[config.mk]
export PLATFORM = sky130hd
export DESIGN_NAME = vospi_frame_assembler
export DESIGN_NICKNAME = d
export VERILOG_FILES = /design/src/rtl/vospi_frame_assembler.sv
export SDC_FILE = /design/constraint.sdc
export NUM_CORES = 1
export LEC_CHECK = 0
export BUFFER_PORTS_ARGS = -buffer_cell sky130_fd_sc_hd__buf_2
export CORE_UTILIZATION = 25
export DETAILED_ROUTE_END_ITERATION = 8
export PLACE_DENSITY = 0.44
export SLEW_MARGIN = 20
export SYNTH_ARGS = -nofsm -noshare
export SYNTH_HDL_FRONTEND = slang
export SYNTH_SLANG_ARGS = --single-unit
[constraint.sdc]
create_clock -name clk_i -period 3.2 [get_ports clk_i]
set_input_delay 0.8 -clock clk_i [delete_from_list [all_inputs] [get_ports clk_i]]
set_output_delay 0.8 -clock clk_i [all_outputs]
set_load 0.05 [all_outputs]
[src/rtl/vospi_frame_assembler.sv]
// vospi_frame_assembler: parses VoSPI packets from the master byte stream
// and emits 16-bit pixels tagged with row, column and frame markers.
module vospi_frame_assembler #(
  parameter int packet_bytes_p = 164,
  parameter int frame_packets_p = 60,
  parameter int pixels_per_packet_p = (packet_bytes_p - 4) / 2
) (
  input  logic        clk_i,
  input  logic        reset_ni,
  input  logic        clear_i,
  input  logic [7:0]  data_i,
  input  logic        valid_i,
  output logic [15:0] pixel_o,
  output logic        pixel_valid_o,
  output logic [5:0]  row_o,
  output logic [6:0]  col_o,
  output logic        sof_o,
  output logic        eol_o,
  output logic        eof_o,
  output logic        seq_err_o,
  output logic [15:0] frame_count_o
);

  typedef enum logic [2:0] {
    ID_HI,
    ID_LO,
    CRC_HI,
    CRC_LO,
    PAYLOAD,
    DROP
  } state_e;

  localparam logic [7:0] last_byte_lp = 8'(packet_bytes_p - 1);
  localparam logic [5:0] last_row_lp = 6'(frame_packets_p - 1);
  localparam logic [6:0] last_col_lp = 7'(pixels_per_packet_p - 1);

  state_e      state_q, state_d;
  logic [7:0]  cnt_q, cnt_d;
  logic [3:0]  id_hi_q, id_hi_d;
  logic        keep_q, keep_d;
  logic [5:0]  exp_q, exp_d;
  logic [7:0]  pix_hi_q, pix_hi_d;
  logic [15:0] pixel_q, pixel_d;
  logic        pvalid_q, pvalid_d;
  logic [5:0]  row_q, row_d;
  logic [6:0]  col_q, col_d;
  logic        sof_q, sof_d;
  logic        eol_q, eol_d;
  logic        eof_q, eof_d;
  logic        err_q, err_d;
  logic [15:0] frames_q, frames_d;

  logic [11:0] id_w;
  logic [7:0]  pidx_w;
  logic [6:0]  col_w;

  assign id_w   = {id_hi_q, data_i};
  assign pidx_w = cnt_q - 8'd4;
  assign col_w  = pidx_w[7:1];

  // Next-state and output decode; every step is gated by valid_i.
  always_comb begin
    state_d  = state_q;
    cnt_d    = cnt_q;
    id_hi_d  = id_hi_q;
    keep_d   = keep_q;
    exp_d    = exp_q;
    pix_hi_d = pix_hi_q;
    pixel_d  = pixel_q;
    row_d    = row_q;
    col_d    = col_q;
    frames_d = frames_q;
    pvalid_d = 1'b0;
    sof_d    = 1'b0;
    eol_d    = 1'b0;
    eof_d    = 1'b0;
    err_d    = 1'b0;
    if (clear_i) begin
      state_d  = ID_HI;
      cnt_d    = '0;
      id_hi_d  = '0;
      keep_d   = 1'b0;
      exp_d    = '0;
      pix_hi_d = '0;
      pixel_d  = '0;
      row_d    = '0;
      col_d    = '0;
    end else if (valid_i) begin
      cnt_d = (cnt_q == last_byte_lp) ? 8'd0 : cnt_q + 8'd1;
      unique case (state_q)
        ID_HI: begin
          id_hi_d = data_i[3:0];
          state_d = ID_LO;
        end
        ID_LO: begin
          state_d = CRC_HI;
          if (id_hi_q == 4'hF) begin
            keep_d = 1'b0;
          end else if (id_w == {6'd0, exp_q}) begin
            keep_d = 1'b1;
          end else if (id_w == 12'd0) begin
            err_d  = 1'b1;
            exp_d  = '0;
            keep_d = 1'b1;
          end else begin
            err_d  = 1'b1;
            exp_d  = '0;
            keep_d = 1'b0;
          end
        end
        CRC_HI: state_d = CRC_LO;
        CRC_LO: state_d = keep_q ? PAYLOAD : DROP;
        PAYLOAD: begin
          if (!pidx_w[0]) begin
            pix_hi_d = data_i;
          end else begin
            pixel_d  = {pix_hi_q, data_i};
            pvalid_d = 1'b1;
            row_d    = exp_q;
            col_d    = col_w;
            sof_d    = (exp_q == 6'd0) && (col_w == 7'd0);
            eol_d    = (col_w == last_col_lp);
            eof_d    = (col_w == last_col_lp) &&
                       (exp_q == last_row_lp);
          end
          if (cnt_q == last_byte_lp) begin
            state_d = ID_HI;
            if (exp_q == last_row_lp) begin
              exp_d    = '0;
              frames_d = frames_q + 16'd1;
            end else begin
              exp_d = exp_q + 6'd1;
            end
          end
        end
        DROP: begin
          if (cnt_q == last_byte_lp) state_d = ID_HI;
        end
        default: state_d = ID_HI;
      endcase
    end
  end

  // State and registered outputs; frame count survives clear_i only.
  always_ff @(posedge clk_i or negedge reset_ni) begin
    if (!reset_ni) begin
      state_q  <= ID_HI;
      cnt_q    <= '0;
      id_hi_q  <= '0;
      keep_q   <= 1'b0;
      exp_q    <= '0;
      pix_hi_q <= '0;
      pixel_q  <= '0;
      pvalid_q <= 1'b0;
      row_q    <= '0;
      col_q    <= '0;
      sof_q    <= 1'b0;
      eol_q    <= 1'b0;
      eof_q    <= 1'b0;
      err_q    <= 1'b0;
      frames_q <= '0;
    end else begin
      state_q  <= state_d;
      cnt_q    <= cnt_d;
      id_hi_q  <= id_hi_d;
      keep_q   <= keep_d;
      exp_q    <= exp_d;
      pix_hi_q <= pix_hi_d;
      pixel_q  <= pixel_d;
      pvalid_q <= pvalid_d;
      row_q    <= row_d;
      col_q    <= col_d;
      sof_q    <= sof_d;
      eol_q    <= eol_d;
      eof_q    <= eof_d;
      err_q    <= err_d;
      frames_q <= frames_d;
    end
  end

  assign pixel_o       = pixel_q;
  assign pixel_valid_o = pvalid_q;
  assign row_o         = row_q;
  assign col_o         = col_q;
  assign sof_o         = sof_q;
  assign eol_o         = eol_q;
  assign eof_o         = eof_q;
  assign seq_err_o     = err_q;
  assign frame_count_o = frames_q;

endmodule

==> impl_metrics.tcl, run 1 <==
set metrics [dict create \
    status "finished, final reports clean" \
    ff2ff_setup_slack_ns 0.74 \
    grt_setup_unrepaired "no" \
    worst_pin_slew_ns 0.6400 \
    rows 44 \
    antenna_left 0 \
    cts_max_path_buffers 2 \
    drive_gt1_frac 0.2041 \
    yosys.area.top_type "dfrtp_1" \
    final_common_cell "dfrtp_1" \
    slew_viol_final 0 \
    hold_buffers 0 \
    synth_warnings 0 \
    ys_async_sr_fraction 1.000 \
    avgRoutedWirePerCell_um 15.40 \
    end_kind "flip-flop" \
    p_leak_uw 0.002187 \
    mostFrequentLayoutCells "80 x dfrtp_1, 60 x buf_2, 39 x nand2_1, 34 x nor2_1, 24 x o21ai_0" \
    initial_core_util 0.2600 \
    drt_iter0_drc 135 \
    clock_latency_ns 0.33 \
    critPathLaunchType "flip-flop" \
    drc 0 \
    firstDrtPassIters 5 \
    yosysUniqueCellTypes 50 \
    synthesis.nets 395 \
    tns_ns 0 \
    grt_usage 0.1272 \
    dieArea_sq_um 15840 \
    cts_tree "yes" \
    cts_sinks 80 \
    vias_per_cell 4.763 \
    yosysTopAreaCellShare 0.5219 \
    relSlewSlack 0.5729 \
    worst-r2r-cell-count 6 \
    core_sq_um 14750 \
    grt_max_degree 47 \
    io_pins 62 \
    fill_cells 1542 \
    fin_nets 451 \
    area_delta_synth_final_pct 20.25 \
    hold_path.class "reg -> reg" \
    critPathCapture "exp_q[1]" \
    dp.cells 605 \
    cp_max_fo 10 \
    die_h_um 125.9 \
    numCtsBuffers 9 \
    synthCells 376 \
    min_period_over_period 0.7688 \
    synth_edf_count 0 \
    cp-startpoint "cnt_q[0]" \
    fmax_mhz 406.5 \
    p_per_area_nw_per_um2 492.7 \
    ys.flop_type "dfrtp_1" \
    cap_violations 0 \
    gp_congestion 0.7704 \
    path_clk_slew_ns 0.06 \
    setup_violations 0 \
    die_width_um 125.9 \
    grt_pass1_vias 2924 \
    ys_ff_latch 80 \
    skew_ns 0.006347 \
    dp_hpwl_um 6848 \
    postCtsSetupRepairBufs 0 \
    post_cts_resized 0 \
    h-tree-depth 3 \
    cp.required_ns 3.46 \
    r2r_end "exp_q[1]" \
    yosysSeqAreaShare 0.5219 \
    via_count 2953 \
    grt_first_pass_wirelength_um 15780 \
    netlist_area_sq_um 3836 \
    synth_area_leaders "dfrtp_1 52%, nand2_1 3.8%, xnor2_1 3.7%" \
    ir_drop_uv 232.5 \
    gr-total-overflow 0 \
    syn_avg_cell_area_sq_um 10.20 \
    worstPathArrival_ns 2.72 \
    finalCriticalPeriod_ns 2.460 \
    io_buffers 61 \
    hold_viol_final 0 \
    cts_root_buf "clkbuf_16" \
    fin_cells 620 \
    antenna_cells 0 \
    wl_um 9545 \
    critPathKind "reg -> reg" \
    r2r_start "cnt_q[0]" \
    antenna_found_initial 0 \
]
[worst min path at each step]
stage | endpoint | slack, ns | startpoint | cells after the start
final | frame_count_o[15] | 0.46 | frame_count_o[15] | 1
after global routing | frame_count_o[15] | 0.49 | frame_count_o[15] | 1
after CTS | frame_count_o[15] | 0.46 | frame_count_o[15] | 1
after detailed placement | frame_count_o[15] | 0.45 | frame_count_o[15] | 1
after global placement | frame_count_o[15] | 0.45 | frame_count_o[15] | 1
after floorplan | keep_q | 0.45 | keep_q | 2
[routing by layer]
layer,up-vias,part of all wire,track usage
met5,-,0,0
met4,0,0.0078,0.03402
met3,10,0.048,0.03398
met2,71,0.46,0.2036
met1,1440,0.49,0.1697
li1,1432,-,-
[report_power, final]
| part | switching [uW] | internal [uW] | total (uW) |
|---|---|---|---|
| logic | 106 | 40.9 | 147 |
| registers | 16.8 | 1030 | 1040 |
| clock network | 407 | 676 | 1080 |
[critical path, stage by stage (launching register included)]
cell      delay (ns)
dfrtp_1         0.51
ha_1            0.28
and3_1          0.21
and2_1          0.41
a21boi_0        0.24
a211oi_2        0.52
mux2i_1         0.23
[sequential cells by signal, indices dropped and copies added (netlist names), 3 cells and up]
name / flops
id_hi_q: 4
cnt_q: 8
pixel_o: 16
exp_q: 6
state_q: 3
frame_count_o: 16
pix_hi_q: 8
row_o: 6
col_o: 7
[through the flow]
stage | area, sq um | setup slack (ns) | total power, uW | util | hold WS [ns]
floorplan | 3836 | 1.010 | 1148 | - | 0.4506
global placement | 4303 | 0.6139 | 1211 | 0.2916 | 0.4532
detailed placement | 4303 | 0.5701 | 1213 | 0.2916 | 0.4525
CTS | 4613 | 0.7534 | 2308 | 0.3127 | 0.4642
global route | 4613 | 0.5723 | 2366 | 0.3127 | 0.4860
finish | 4613 | 0.7400 | 2273 | 0.3127 | 0.4587
[synthesized netlist by cell type (2+ instances only)]
cell type   n
buf_2       6
nor3_1      6
a21oi_1    12
xor2_1      9
nand2b_1    8
dfrtp_1    80
ha_1        7
clkbuf_1   10
nand2_1    39
a31oi_1     5
inv_1      11
nor4_1      8
and4_1      3
buf_4       2
and3_1      6
and2_1      2
nand4_1     8
mux2i_1    13
nand3_1    17
nor2_1     34
buf_6       2
nor2b_1     2
nand3b_1    2
a22o_1     14
o21ai_0    24
a22oi_1     2
xnor2_1    16
o31ai_1     2
or4_1       5
[cell type report]
class,instances,area [sq um],share of cell area
clock inverters,6,85.08,0.01844
inverters,12,45.04,0.009764
flip-flops and latches,80,2002,0.4340
well taps,184,230.2,0.04991
clock buffers,9,225.2,0.04882
repair buffers,66,345.3,0.07486
multi-input cells,263,1680,0.3643
[logic make-up after synthesis]
logic type      synth area share
mux                      0.03392
simple gates              0.2074
flops                     0.5219
fa+ha+maj                0.02283
buf+inv                  0.04012
compound gates            0.1168
xor+xnor                 0.05708
(Power assumes the default switching activity.)
==> run 2, diff against run 1 <==
PLACE_DENSITY = 0.45   (was 0.44)
clock period = 2.13 ns   (was 3.2 ns; I/O delays follow)
==> run 2 against run 1 <==
Against the previous run: clock skew up 0.0056 ns; setup slack worse by 0.63 ns; design area increased by 3.4%; via count increased by 2.8%; non-clock buffer count is 23 higher; critical endpoint is now exp_q[4]; largest power group is now sequential cells.
==> impl_metrics.tcl, run 2 (synthesis results as in run 1) <==
set metrics [dict create \
    status "finished, final reports clean" \
    tns_ns 0 \
    worstPathArrival_ns 2.28 \
    dp_slack_ns 0.03150 \
    gp_congestion 0.7778 \
    io_buffers 61 \
    firstDrtPassIters 4 \
    die_h_um 125.9 \
    hold_slack_ns 0.1042 \
    wl_um 9548 \
    hold_path.class "in -> async" \
    drive_gt1_frac 0.2500 \
    cts_sinks 80 \
    slew_viol_final 0 \
    critPathKind "reg -> reg" \
    mostFrequentLayoutCells "80 x dfrtp_1, 60 x buf_2, 39 x nand2_1, 33 x nor2_1, 28 x buf_4" \
    antenna_cells 0 \
    hold_viol_final 0 \
    core_sq_um 14750 \
    ir_drop_uv 427.1 \
    fill_cells 1546 \
    skew_ns 0.01198 \
    vias_per_cell 4.716 \
    p_per_area_nw_per_um2 686.9 \
    grt_max_degree 56 \
    cp.required_ns 2.39 \
    grt_first_pass_wirelength_um 15950 \
    regArea_sq_um 2002 \
    worst_slack_ns 0.1125 \
    end_kind "flip-flop" \
    dp_hpwl_um 6828 \
    cts_tree "yes" \
    cts_max_path_buffers 2 \
    numCtsBuffers 9 \
    grt_usage 0.1295 \
    area_delta_synth_final_pct 24.40 \
    antenna_left 0 \
    finish.instance_area_sq_um 4772 \
    fin_nets 474 \
    path_clk_slew_ns 0.06 \
    dieArea_sq_um 15840 \
    cp_max_fo 4 \
    avgRoutedWirePerCell_um 14.83 \
    setup_violations 0 \
    critPathLaunchType "flip-flop" \
    die_width_um 125.9 \
    antenna_found_initial 0 \
    io_pins 62 \
    rows 44 \
    grt_pass1_vias 3012 \
    cts_root_buf "clkbuf_16" \
    final_common_cell "dfrtp_1" \
    grt_setup_unrepaired "no" \
    initial_core_util 0.2600 \
    p_leak_uw 0.002300 \
    clock_latency_ns 0.35 \
    via_count 3037 \
    dpl_cell_area_sq_um 4481 \
    finalCriticalPeriod_ns 2.018 \
    relSlewSlack 0.6687 \
    drt_iter0_drc 162 \
    min_period_over_period 0.9472 \
    h-tree-depth 3 \
    cap_violations 0 \
    multi_input_area_sq_um 1684 \
    worst_pin_slew_ns 0.4949 \
    gr-total-overflow 0 \
    hold_buffers 0 \
    fmax_mhz 495.7 \
    drc 0 \
]
run 2: layer usage:
layer | part of all wire | vias up | routed length, um | global-route usage
met5 | 0 | - | 0 | 0
met4 | 0.011 | 0 | 102 | 0.04465
met3 | 0.046 | 12 | 436 | 0.03908
met2 | 0.45 | 79 | 4274 | 0.1967
met1 | 0.50 | 1469 | 4734 | 0.1749
li1 | - | 1477 | - | -
run 2: layout make-up:
cell class	instances	area share
Sequential cell	80	0.4195
Multi-Input combinational cell	263	0.3529
Timing Repair Buffer	89	0.1112
Tap cell	184	0.04824
Clock buffer	9	0.04719
Clock inverter	7	0.01154
Inverter	12	0.009439
run 2: where the power goes:
group | internal, uW | switching, uW | leakage, uW
combinational | 73.5 | 165 | 0.00106
clock | 801 | 676 | 0.000138
sequential | 1540 | 19.5 | 0.00110
total | 2420 | 861 | 0.00230
run 2: worst max-delay path, cell delays in order (launching register included):
cell and delay (ns):
dfrtp_1 0.38, inv_1 0.11, ha_1 0.15, and3_1 0.19
and2_1 0.28, a21boi_0 0.21, or4_1 0.53, o211ai_1 0.09
run 2: stage by stage:
stage | util | total power, uW | cells
2_1_floorplan | - | 1725 | 376
3_3_place_gp | 0.3037 | 1830 | 627
3_5_place_dp | 0.3037 | 1832 | 627
4_1_cts | 0.3227 | 3319 | 643
5_1_grt | 0.3234 | 3410 | 644
6_report | 0.3234 | 3278 | 644
run 2: what timing repair did:
item                                    in CTS  in global routing
pin swaps                                    1                  1
endpoints found under the setup margin       1                 16
gates resized for setup                      0                  2
buffers inserted                             0                  1
run 2: path summary, 6_finish.rpt:
| check | start | end | slack (ns) | cells after the start |
|---|---|---|---|---|
| max reg2reg | cnt_q[3] | exp_q[4] | 0.11 | 7 |
| min | reset_ni | col_o[5] | 0.10 | 1 |
| max in group asynchronous | reset_ni | cnt_q[1] | 1.41 | 2 |
| max | cnt_q[3] | exp_q[4] | 0.11 | 7 |
| min in group clk_i | data_i[7] | pixel_o[7] | 0.45 | 3 |
| min reg2reg | frame_count_o[15] | frame_count_o[15] | 0.47 | 1 |
